**src/rtl/prog_loader.sv**
```systemverilog
// Program loader for the X9 core: streams words into instruction memory, then runs the core to completion.
// Optional run-cycle counter enabled by defining PROG_LOADER_CYCLE_COUNT_EN.
module prog_loader #(
    parameter int D  = 12,
    parameter int W  = 9,
    parameter int CW = 16
) (
    input  logic         clk,
    input  logic         reset,
    input  logic [W-1:0] in_data,
    input  logic         in_valid,
    input  logic         in_last,
    output logic         in_ready,
    output logic         im_wr_en,
    output logic [D-1:0] im_wr_addr,
    output logic [W-1:0] im_wr_data,
    output logic         core_rst,
    input  logic         core_done,
    output logic         busy,
    output logic         finished,
    output logic         err_ovf,
    output logic [D:0]   prog_len,
    output logic [CW-1:0] run_cycles
);

    typedef enum logic [2:0] {
        S_LOAD  = 3'd0,
        S_START = 3'd1,
        S_RUN   = 3'd2,
        S_DONE  = 3'd3,
        S_ERR   = 3'd4
    } state_e;

    state_e       state_q;
    logic [D-1:0] wr_ptr_q;
    logic [D:0]   prog_len_q;
    logic         im_wr_en_q;
    logic [D-1:0] im_wr_addr_q;
    logic [W-1:0] im_wr_data_q;
    logic         finished_q;
    logic         err_ovf_q;
    logic         xfer;
    logic         to_start;

    assign in_ready = (state_q == S_LOAD) || (state_q == S_DONE);
    assign xfer     = in_valid && in_ready;
    assign to_start = xfer && in_last;

    // Core is held in reset everywhere except RUN, so the PC always restarts at 0.
    assign core_rst   = (state_q != S_RUN);
    assign busy       = (state_q == S_LOAD) || (state_q == S_START) || (state_q == S_RUN);
    assign im_wr_en   = im_wr_en_q;
    assign im_wr_addr = im_wr_addr_q;
    assign im_wr_data = im_wr_data_q;
    assign finished   = finished_q;
    assign err_ovf    = err_ovf_q;
    assign prog_len   = prog_len_q;

    always_ff @(posedge clk or negedge reset) begin
        if (!reset) begin
            state_q      <= S_LOAD;
            wr_ptr_q     <= '0;
            prog_len_q   <= '0;
            im_wr_en_q   <= 1'b0;
            im_wr_addr_q <= '0;
            im_wr_data_q <= '0;
            finished_q   <= 1'b0;
            err_ovf_q    <= 1'b0;
        end else begin
            im_wr_en_q <= 1'b0;
            case (state_q)
                S_LOAD: begin
                    if (xfer) begin
                        im_wr_en_q   <= 1'b1;
                        im_wr_addr_q <= wr_ptr_q;
                        im_wr_data_q <= in_data;
                        wr_ptr_q     <= wr_ptr_q + 1'b1;
                        prog_len_q   <= prog_len_q + 1'b1;
                        if (in_last) begin
                            state_q <= S_START;
                        end else if (wr_ptr_q == '1) begin
                            state_q   <= S_ERR;
                            err_ovf_q <= 1'b1;
                        end
                    end
                end
                S_START: state_q <= S_RUN;
                S_RUN: begin
                    if (core_done) begin
                        state_q    <= S_DONE;
                        finished_q <= 1'b1;
                    end
                end
                S_DONE: begin
                    // First word of a new program restarts addressing at 0.
                    if (xfer) begin
                        im_wr_en_q   <= 1'b1;
                        im_wr_addr_q <= '0;
                        im_wr_data_q <= in_data;
                        wr_ptr_q     <= {{(D-1){1'b0}}, 1'b1};
                        prog_len_q   <= {{D{1'b0}}, 1'b1};
                        finished_q   <= 1'b0;
                        state_q      <= in_last ? S_START : S_LOAD;
                    end
                end
                S_ERR:   state_q <= S_ERR;
                default: state_q <= S_LOAD;
            endcase
        end
    end

`ifdef PROG_LOADER_CYCLE_COUNT_EN
    logic [CW-1:0] run_cycles_q;

    always_ff @(posedge clk or negedge reset) begin
        if (!reset) begin
            run_cycles_q <= '0;
        end else if (to_start) begin
            run_cycles_q <= '0;
        end else if (state_q == S_RUN && run_cycles_q != '1) begin
            run_cycles_q <= run_cycles_q + 1'b1;
        end
    end

    assign run_cycles = run_cycles_q;
`else
    assign run_cycles = '0;
`endif

endmodule

```
**config.mk**
```make
export PLATFORM = sky130hd
export DESIGN_NAME = prog_loader
export DESIGN_NICKNAME = d
export VERILOG_FILES = /design/src/rtl/prog_loader.sv
export SDC_FILE = /design/constraint.sdc
export NUM_CORES = 1
export LEC_CHECK = 0
export CORE_MARGIN = 8
export CORE_UTILIZATION = 50
export CTS_BUF_LIST = sky130_fd_sc_hd__clkbuf_16
export DETAILED_ROUTE_END_ITERATION = 7
export DONT_BUFFER_PORTS = 1
export PLACE_DENSITY = 0.64
export REMOVE_ABC_BUFFERS = 1
export SETUP_SLACK_MARGIN = 0.15
export SKIP_CTS_REPAIR_TIMING = 1
export SLEW_MARGIN = 15
export SYNTH_ARGS = -nofsm -noshare
export SYNTH_HDL_FRONTEND = slang
export SYNTH_SLANG_ARGS = --single-unit
```
**constraint.sdc**
```tcl
create_clock -name clk -period 2.89 [get_ports clk]
set_input_delay 0.578 -clock clk [delete_from_list [all_inputs] [get_ports clk]]
set_output_delay 0.578 -clock clk [all_outputs]
set_load 0.005 [all_outputs]
```
* Word level (Yosys, flattened, before mapping)
Cells that the tools add are included.
** Operators by class
- Multiplexer cells :: 21
- Add/subtract/negate cells :: 2
- Bitwise logic cells :: 1
- Reduce and logical (&&, ||, !) cells :: 13
- Equal/unequal tests :: 10
** Operators by type and width (number)
- 2-to-1 mux 12 bit :: 4
- case mux 12 bit (2 select lines) :: 2
- 2-to-1 mux 13 bit :: 2
- case mux 13 bit (2 select lines) :: 1
- 2-to-1 mux 3 bit :: 5
- case mux 3 bit (5 select lines) :: 1
- adder 13 x 1 -> 13 bit, second input constant :: 1
- adder 12 x 1 -> 12 bit, second input constant :: 1
- equality test 12 bit, second input constant :: 1
- AND reduction 4 bit :: 2
- equality test 3 x 2 -> 1 bit, second input constant :: 2
- inequality test 2 bit, second input constant :: 3
- inequality test 3 x 2 -> 1 bit, second input constant :: 2
- AND reduction 3 bit :: 2
- 2-to-1 mux 1 bit :: 5
- nonzero test 2 bit :: 2
- equality test 3 x 1 -> 1 bit, second input constant :: 1
- equality test 3 bit, second input constant :: 1
- logical NOT 3 bit :: 1
- logical OR 1 bit :: 3
- case mux 1 bit (2 select lines) :: 1
- AND reduction 2 bit :: 1
- OR reduction 2 bit :: 1
- logical AND 1 bit :: 1
- inverter 1 bit :: 1
** Word-level totals
- Output and inout port bits :: 56
- Bits in registers :: 52

* Depth between registers and ports, before layout
Gate-level depths: netlist of the first run.
- Depth after elaboration :: 5
- Gate-level depth with buffers :: 8
- Depth with buffers taken out :: 5

* Least setup slack after synthesis of the first run
No wires, ideal clock.
- Path kind :: input-to-reg
- From :: input in_valid
- To :: register prog_len_q[9] (netlist: prog_len[9])
- Data required time :: 2.813 ns
- Data arrival time :: 1.732 ns
- Cell stages on the path :: 5
- Slack :: 1.080 ns
- Path through :: nand2b_4 > buf_6 > or3_4 > or4_1 > a21oi_1
** On the way
- Cells in the longest elaborated chain, start to end :: 3
- Elaborated cells between the ends (all ways) :: 4
** Ends and longest elaborated chain
- start: declaration :: line 11 : input logic in_valid,
- logical AND 1 bit * :: line 46 : assign xfer = in_valid && in_ready;
- inequality test 2 bit (no line)
- AND reduction 3 bit (no line) *
- end signal: assignment :: line 78 : prog_len_q <= prog_len_q + 1'b1;
- end signal: assignment :: line 101 : prog_len_q <= {{D{1'b0}}, 1'b1};
- end: declaration :: line 36 : logic [D:0] prog_len_q;
Every way passes the cells marked *; elsewhere a longest branch is shown, timed or not.
A chain may end at the register's enable or synchronous reset.

* Worst setup path in the final report of the first run
- From :: register state_q[1]
- To :: output in_ready
** On the way
- Cells in the longest elaborated chain, start to end :: 2
- Elaborated cells between the ends (all ways) :: 3
** Ends and longest elaborated chain
- start: declaration :: line 34 : state_e state_q;
- start signal: assignment :: line 103 : state_q <= in_last ? S_START : S_LOAD;
- equality test 3 x 2 -> 1 bit or logical NOT 3 bit (tied branches) :: line 45 : assign in_ready = (state_q == S_LOAD) || (state_q == S_DONE);
- logical OR 1 bit * :: line 45
- end: declaration :: line 13 : output logic in_ready,
Marked as above.

==> results.json, run 1 <==
{
  "status": "finished clean",
  "area_growth_pct": 5.92,
  "antenna_found_initial": 0,
  "cts_tree": "yes",
  "globalRouteMet3Util_pct": 7.18,
  "use_met2_pct": 24.0,
  "synth_area_leaders": "dfrtp_1 52%, nand2_1 6.2%, nor2_1 5.0%",
  "ys_ff_latch": 52,
  "gp_congestion": 0.748,
  "track_usage_pct": 15.4,
  "pre_cts_slack_ps": 862,
  "syn_area_um2": 2490,
  "cp_slowest_cell": "xor2_1",
  "io_pins": 70,
  "start_kind": "register",
  "synth_seq_area_share_pct": 52.2,
  "cts.sinks": 52,
  "synth_area_per_cell_um2": 9.56,
  "globalRouteOverflowTotal": 0,
  "fillerInstances": 463,
  "grt_max_degree": 53,
  "rsz0062_at_grt": "no",
  "drt_first_pass_iters": 4,
  "final_nets": 273,
  "report.final.slew_viol_count": 0,
  "finalPower_mw": 2.48,
  "grt_pass1_wl_um": 9230,
  "clock_latency_ps": 290,
  "tns_ps": 0,
  "yosys.cell_types.count": 39,
  "reg2reg_slack_ps": 830,
  "grt_pass1_vias": 1852,
  "hpwl_um": 3850,
  "numCtsBuffers": 5,
  "drt-initial-drc-count": 82,
  "critPathKind": "reg2out",
  "core.rowCount": 25,
  "syn_inst": 261,
  "timing.final.ws_setup_ps": 679,
  "multi_input_area_um2": 1040,
  "die_y_um": 86.6,
  "fin_worst_skew_ps": 4.00,
  "ctsHtreeMaxLevel": 2,
  "ys_warn_count": 0,
  "fin_cells": 325,
  "arrival_ps": 1630,
  "worst_hold_path_type": "in2async",
  "seq_area_um2": 1300,
  "n_antenna_cell": 0,
  "setup_viol": 0,
  "relSlewSlack_pct": 49.5,
  "vias": 1800,
  "p_per_area_nw_per_um2": 940,
  "die_w_um": 86.6,
  "wl_per_cell_um": 17.2,
  "place_inst": 316,
  "ant_nets": 0,
  "die_area_um2": 7510,
  "grt.busiest_layer": "met2",
  "p_leak_nw": 1.21,
  "portBuffers": 0,
  "finalCriticalPeriod_ps": 2210,
  "crit_path_max_incr_delay_ps": 650,
  "r2r_start": "state_q[1]",
  "drive_gt1_share_pct": 5.81,
  "drcViolationCount": 0,
  "clockBufferDepth": 2,
  "max_freq_mhz": 452,
  "yosys.area.top_type": "dfrtp_1",
  "start_util_pct": 52.5,
  "totalWireLength_um": 5610,
  "path_clk_slew_ps": 60,
  "critPathMaxFanout": 12,
  "reg2reg_depth": 4,
  "maxCapViolCount": 0,
  "ir_drop_uv": 412,
  "end_kind": "output pin",
  "r2r_end": "prog_len[9]",
  "use_met1_pct": 18.3,
  "synth_top_area_share_pct": 52.2,
  "tightestPinTransition_ps": 755,
  "cts_root_buf": "clkbuf_16",
  "crit_chain": "xor2_1 > nor2_1",
  "finalHoldViolations": 0,
  "viasPerCell": 5.54,
  "period_share_pct": 76.5,
  "required_ps": 2310,
  "core_um2": 4750
}
## stage by stage
step / area (um^2) / utilization (%) / hold WS (ps)
floorplan: 2350 / - / 282
global placement: 2450 / 51.6 / 284
detailed placement: 2450 / 51.6 / 284
CTS: 2620 / 55.0 / -24.6
global route: 2640 / 55.6 / 150
finish: 2640 / 55.6 / 146
## critical path, delay by kind of cell (launching register included)
kind | cells | cell delay (ps)
and+or+nand+nor | 1 | 150
DFF | 1 | 550
xor gates and xnor gates | 1 | 650
## cell type report
class / instances / area share [%]
clock buffers: 5 / 4.73
multi-input cells: 193 / 39.5
inverters: 2 / 0.284
clock inverters: 3 / 1.42
well taps: 67 / 3.17
repair buffers: 3 / 1.61
flip-flops and latches: 52 / 49.2
## sequential cells by signal, summed over array words and instances, names as in the netlist
signal / cells
im_wr_data: 9
state_q: 3
im_wr_addr: 12
im_wr_en: 1
err_ovf: 1
prog_len: 13
wr_ptr_q: 12
finished: 1
## per-layer routing
metal | share of wire [%] | wire length [um] | vias to the layer above
met4 | 1.1 | 64 | 0
li1 | - | - | 863
met1 | 43 | 2410 | 864
met3 | 10 | 573 | 6
met2 | 46 | 2560 | 67
met5 | 0 | 0 | -
## worst max path at each step
stage                from     endpoint  slack [ps]  depth (start not counted)
3_5_place_dp   state_q[1]  prog_len[9]         860                          4
2_1_floorplan  state_q[0]  prog_len[9]        1020                          4
6_report       state_q[1]     in_ready         680                          2
4_1_cts        state_q[0]     in_ready         690                          2
3_3_place_gp   state_q[1]  prog_len[9]         910                          4
5_1_grt        state_q[0]     in_ready         540                          2
## cell usage after synthesis
library cell,n
a31oi_1,4
a21o_1,1
nor4_1,6
clkbuf_1,7
ha_1,2
and4b_2,1
inv_1,2
nor3_1,6
or3_1,3
a21oi_1,8
and3_1,2
mux2i_1,1
o31ai_1,1
or4_1,2
a22o_1,3
a41o_1,1
and2b_2,1
conb_1,1
nor2_1,33
xor2_1,7
buf_6,2
nand4b_1,1
buf_4,16
nand2b_1,3
or3_4,1
and4_1,3
or3_2,1
buf_2,3
nand2_1,41
o211ai_1,1
dfrtp_1,52
nand3_1,13
or2_2,1
o22ai_1,11
clkbuf_8,1
o21ai_0,5
xnor2_1,8
nand2b_4,1
nand4_1,5
## cells in the final DEF (no fill, tap or decap), types with 2 or more instances in the layout
master / instances
inv_1: 2
or4_1: 2
a21oi_1: 8
nand4_1: 5
ha_1: 2
dfrtp_1: 52
nand2b_1: 3
o21ai_0: 5
nand3_1: 13
nand2_1: 41
clkinv_1: 2
and3_1: 2
and4_1: 3
nor2_1: 33
a31oi_1: 4
o22ai_1: 11
xor2_1: 7
a22o_1: 3
nor3_1: 6
buf_4: 2
conb_1: 16
or3_1: 3
clkbuf_16: 5
nor4_1: 6
xnor2_1: 8
## power breakdown
group / switching (mW) / total, mW / internal [mW]
logic: 0.405 / 0.644 / 0.239
clock network: 0.250 / 0.652 / 0.403
registers: 0.238 / 1.19 / 0.949
## logic make-up (layout without fill, tap and decap cells)
group	count (synthesis)	after routing	share of synthesized area (%)
adder cells (fa/ha/maj)	2	2	1.00
XOR/XNOR	15	15	5.27
AO/OA/AOI/OAI	35	35	8.73
AND/OR/NAND/NOR	124	124	24.1
multiplexers	1	1	0.401
flip-flops	52	52	52.2
other	1	16	0.150
buffers and inverters	31	13	8.22
No activity file was read; power rests on OpenSTA's default activity.
==> run 2: changes to the inputs <==
Clock period 2.89 ns to 2.3 ns, I/O delays scaled along.
==> run 2 against run 1 <==
Net effect:
- global-route usage about the same
- combinational power is 32% higher
- sequential power up 25%
- first-iteration DRC count is 23% higher
- cell area fell by 0.24%
- clock skew up 3.5 ps
==> results.json, run 2 (synthesis results as in run 1) <==
{
  "antenna_found_initial": 0,
  "gp_congestion": 0.756,
  "vias": 1864,
  "cts_tree": "yes",
  "layout_common_cells": "52 x dfrtp_1, 41 x nand2_1, 33 x nor2_1, 16 x conb_1, 13 x nand3_1",
  "die_w_um": 86.6,
  "grt_max_degree": 53,
  "multi_input_area_um2": 1040,
  "ant_nets": 0,
  "clock_power_share_pct": 23.1,
  "portBuffers": 0,
  "drcViolationCount": 0,
  "switchingPower_mw": 1.12,
  "maxCapViolCount": 0,
  "power_frac_comb_pct": 28.0,
  "fin_worst_skew_ps": 7.49,
  "timing.final.ws_setup_ps": 325,
  "start_kind": "register",
  "relSlewSlack_pct": 58.7,
  "largest_reg_flops": 13,
  "p_leak_nw": 1.22,
  "worst_hold_path_type": "in2async",
  "p_per_area_nw_per_um2": 1150,
  "path_clk_slew_ps": 70,
  "rsz0062_at_grt": "no",
  "track_usage_pct": 15.3,
  "placed_cell_area_um2": 2470,
  "area_growth_pct": 5.67,
  "ir_drop_uv": 426,
  "grt_pass1_wl_um": 9060,
  "hpwl_um": 3900,
  "drt_first_pass_iters": 4,
  "stdcell_area_um2": 2640,
  "cts.sinks": 52,
  "seq_area_um2": 1300,
  "arrival_ps": 1510,
  "tightestPinTransition_ps": 614,
  "finalCriticalPeriod_ps": 1970,
  "required_ps": 1840,
  "final_common_cell": "dfrtp_1",
  "die_y_um": 86.6,
  "clockBufferDepth": 2,
  "hold_ws_ps": 15.4,
  "final_nets": 276,
  "clock_latency_ps": 290,
  "drt-initial-drc-count": 101,
  "critPathKind": "reg2out",
  "swShare_pct": 36.9,
  "core.rowCount": 25,
  "viasPerCell": 5.70,
  "ctsHtreeMaxLevel": 2,
  "pre_cts_slack_ps": 383,
  "finish.utilization_pct": 55.4,
  "cts_root_buf": "clkbuf_16",
  "max_freq_mhz": 506,
  "seq_power_share_pct": 48.9,
  "report.final.slew_viol_count": 0,
  "setup_viol": 0,
  "totalWireLength_um": 5580,
  "globalRouteOverflowTotal": 0,
  "p_int_mw": 1.92,
  "n_antenna_cell": 0,
  "grt_pass1_vias": 1810,
  "fillerInstances": 451,
  "core_um2": 4750,
  "start_util_pct": 52.5,
  "die_area_um2": 7510,
  "drive_gt1_share_pct": 6.92,
  "numCtsBuffers": 5,
  "tns_ps": 0,
  "finalHoldViolations": 0,
  "critPathMaxFanout": 12,
  "status": "finished clean",
  "end_kind": "output pin",
  "period_share_pct": 85.9,
  "io_pins": 70,
  "wl_per_cell_um": 17.1
}
-- run 2: cell count changes in the layout (fill, tap and decap cells not counted), sizes merged --
cell    previous run  this run
buf                3         6
bufinv             1         0
clkinv             2         1
inv                2         3
-- run 2: routing by layer --
metal	global-route usage (%)	vias up	routed length, um
li1	-	869	-
met1	18.1	921	2370
met2	23.8	67	2550
met3	7.18	7	580
met4	5.16	0	74
met5	0	-	0
-- run 2: layout make-up --
cell class | count | share of cell area [%]
clock buffer | 5 | 4.75
clock inverter | 2 | 0.332
inverter | 2 | 0.285
multi-input combinational | 193 | 39.6
sequential | 52 | 49.4
tap | 67 | 3.18
timing repair buffer | 6 | 2.47
-- run 2: path summary, 6_finish.rpt --
kind	start	endpoint	slack [ps]	cells past startpoint
worst min register to register	im_wr_data[0]	im_wr_data[0]	510	2
max in group asynchronous	reset	im_wr_data[6]	2040	1
worst max register to register	state_q[1]	prog_len[11]	350	5
worst max-delay path	state_q[1]	in_ready	330	3
min in group clk	in_data[4]	im_wr_data[4]	270	2
worst min-delay path	reset	finished	20	1
-- run 2: stage by stage --
| stage | power [mW] | std cells |
|---|---|---|
| 6_report | 3.04 | 327 |
| 3_3_place_gp | 2.32 | 319 |
| 2_1_floorplan | 2.01 | 247 |
| 4_1_cts | 3.07 | 326 |
| 3_5_place_dp | 2.36 | 319 |
| 5_1_grt | 3.27 | 327 |
-- run 2: power by group through the flow --
stage | sequential [mW] | combinational (mW) | clock (mW)
after floorplan | 1.42 | 0.592 | 0
after global placement | 1.51 | 0.813 | 0
after detailed placement | 1.52 | 0.843 | 0
after CTS | 1.50 | 0.843 | 0.724
after global routing | 1.54 | 0.967 | 0.765
final | 1.49 | 0.852 | 0.703
-- run 2: critical path, cell delays in order, from the launching register on --
cell     delay, ps
dfrtp_1        550
xor2_1         390
buf_4          210
nor2_1          60
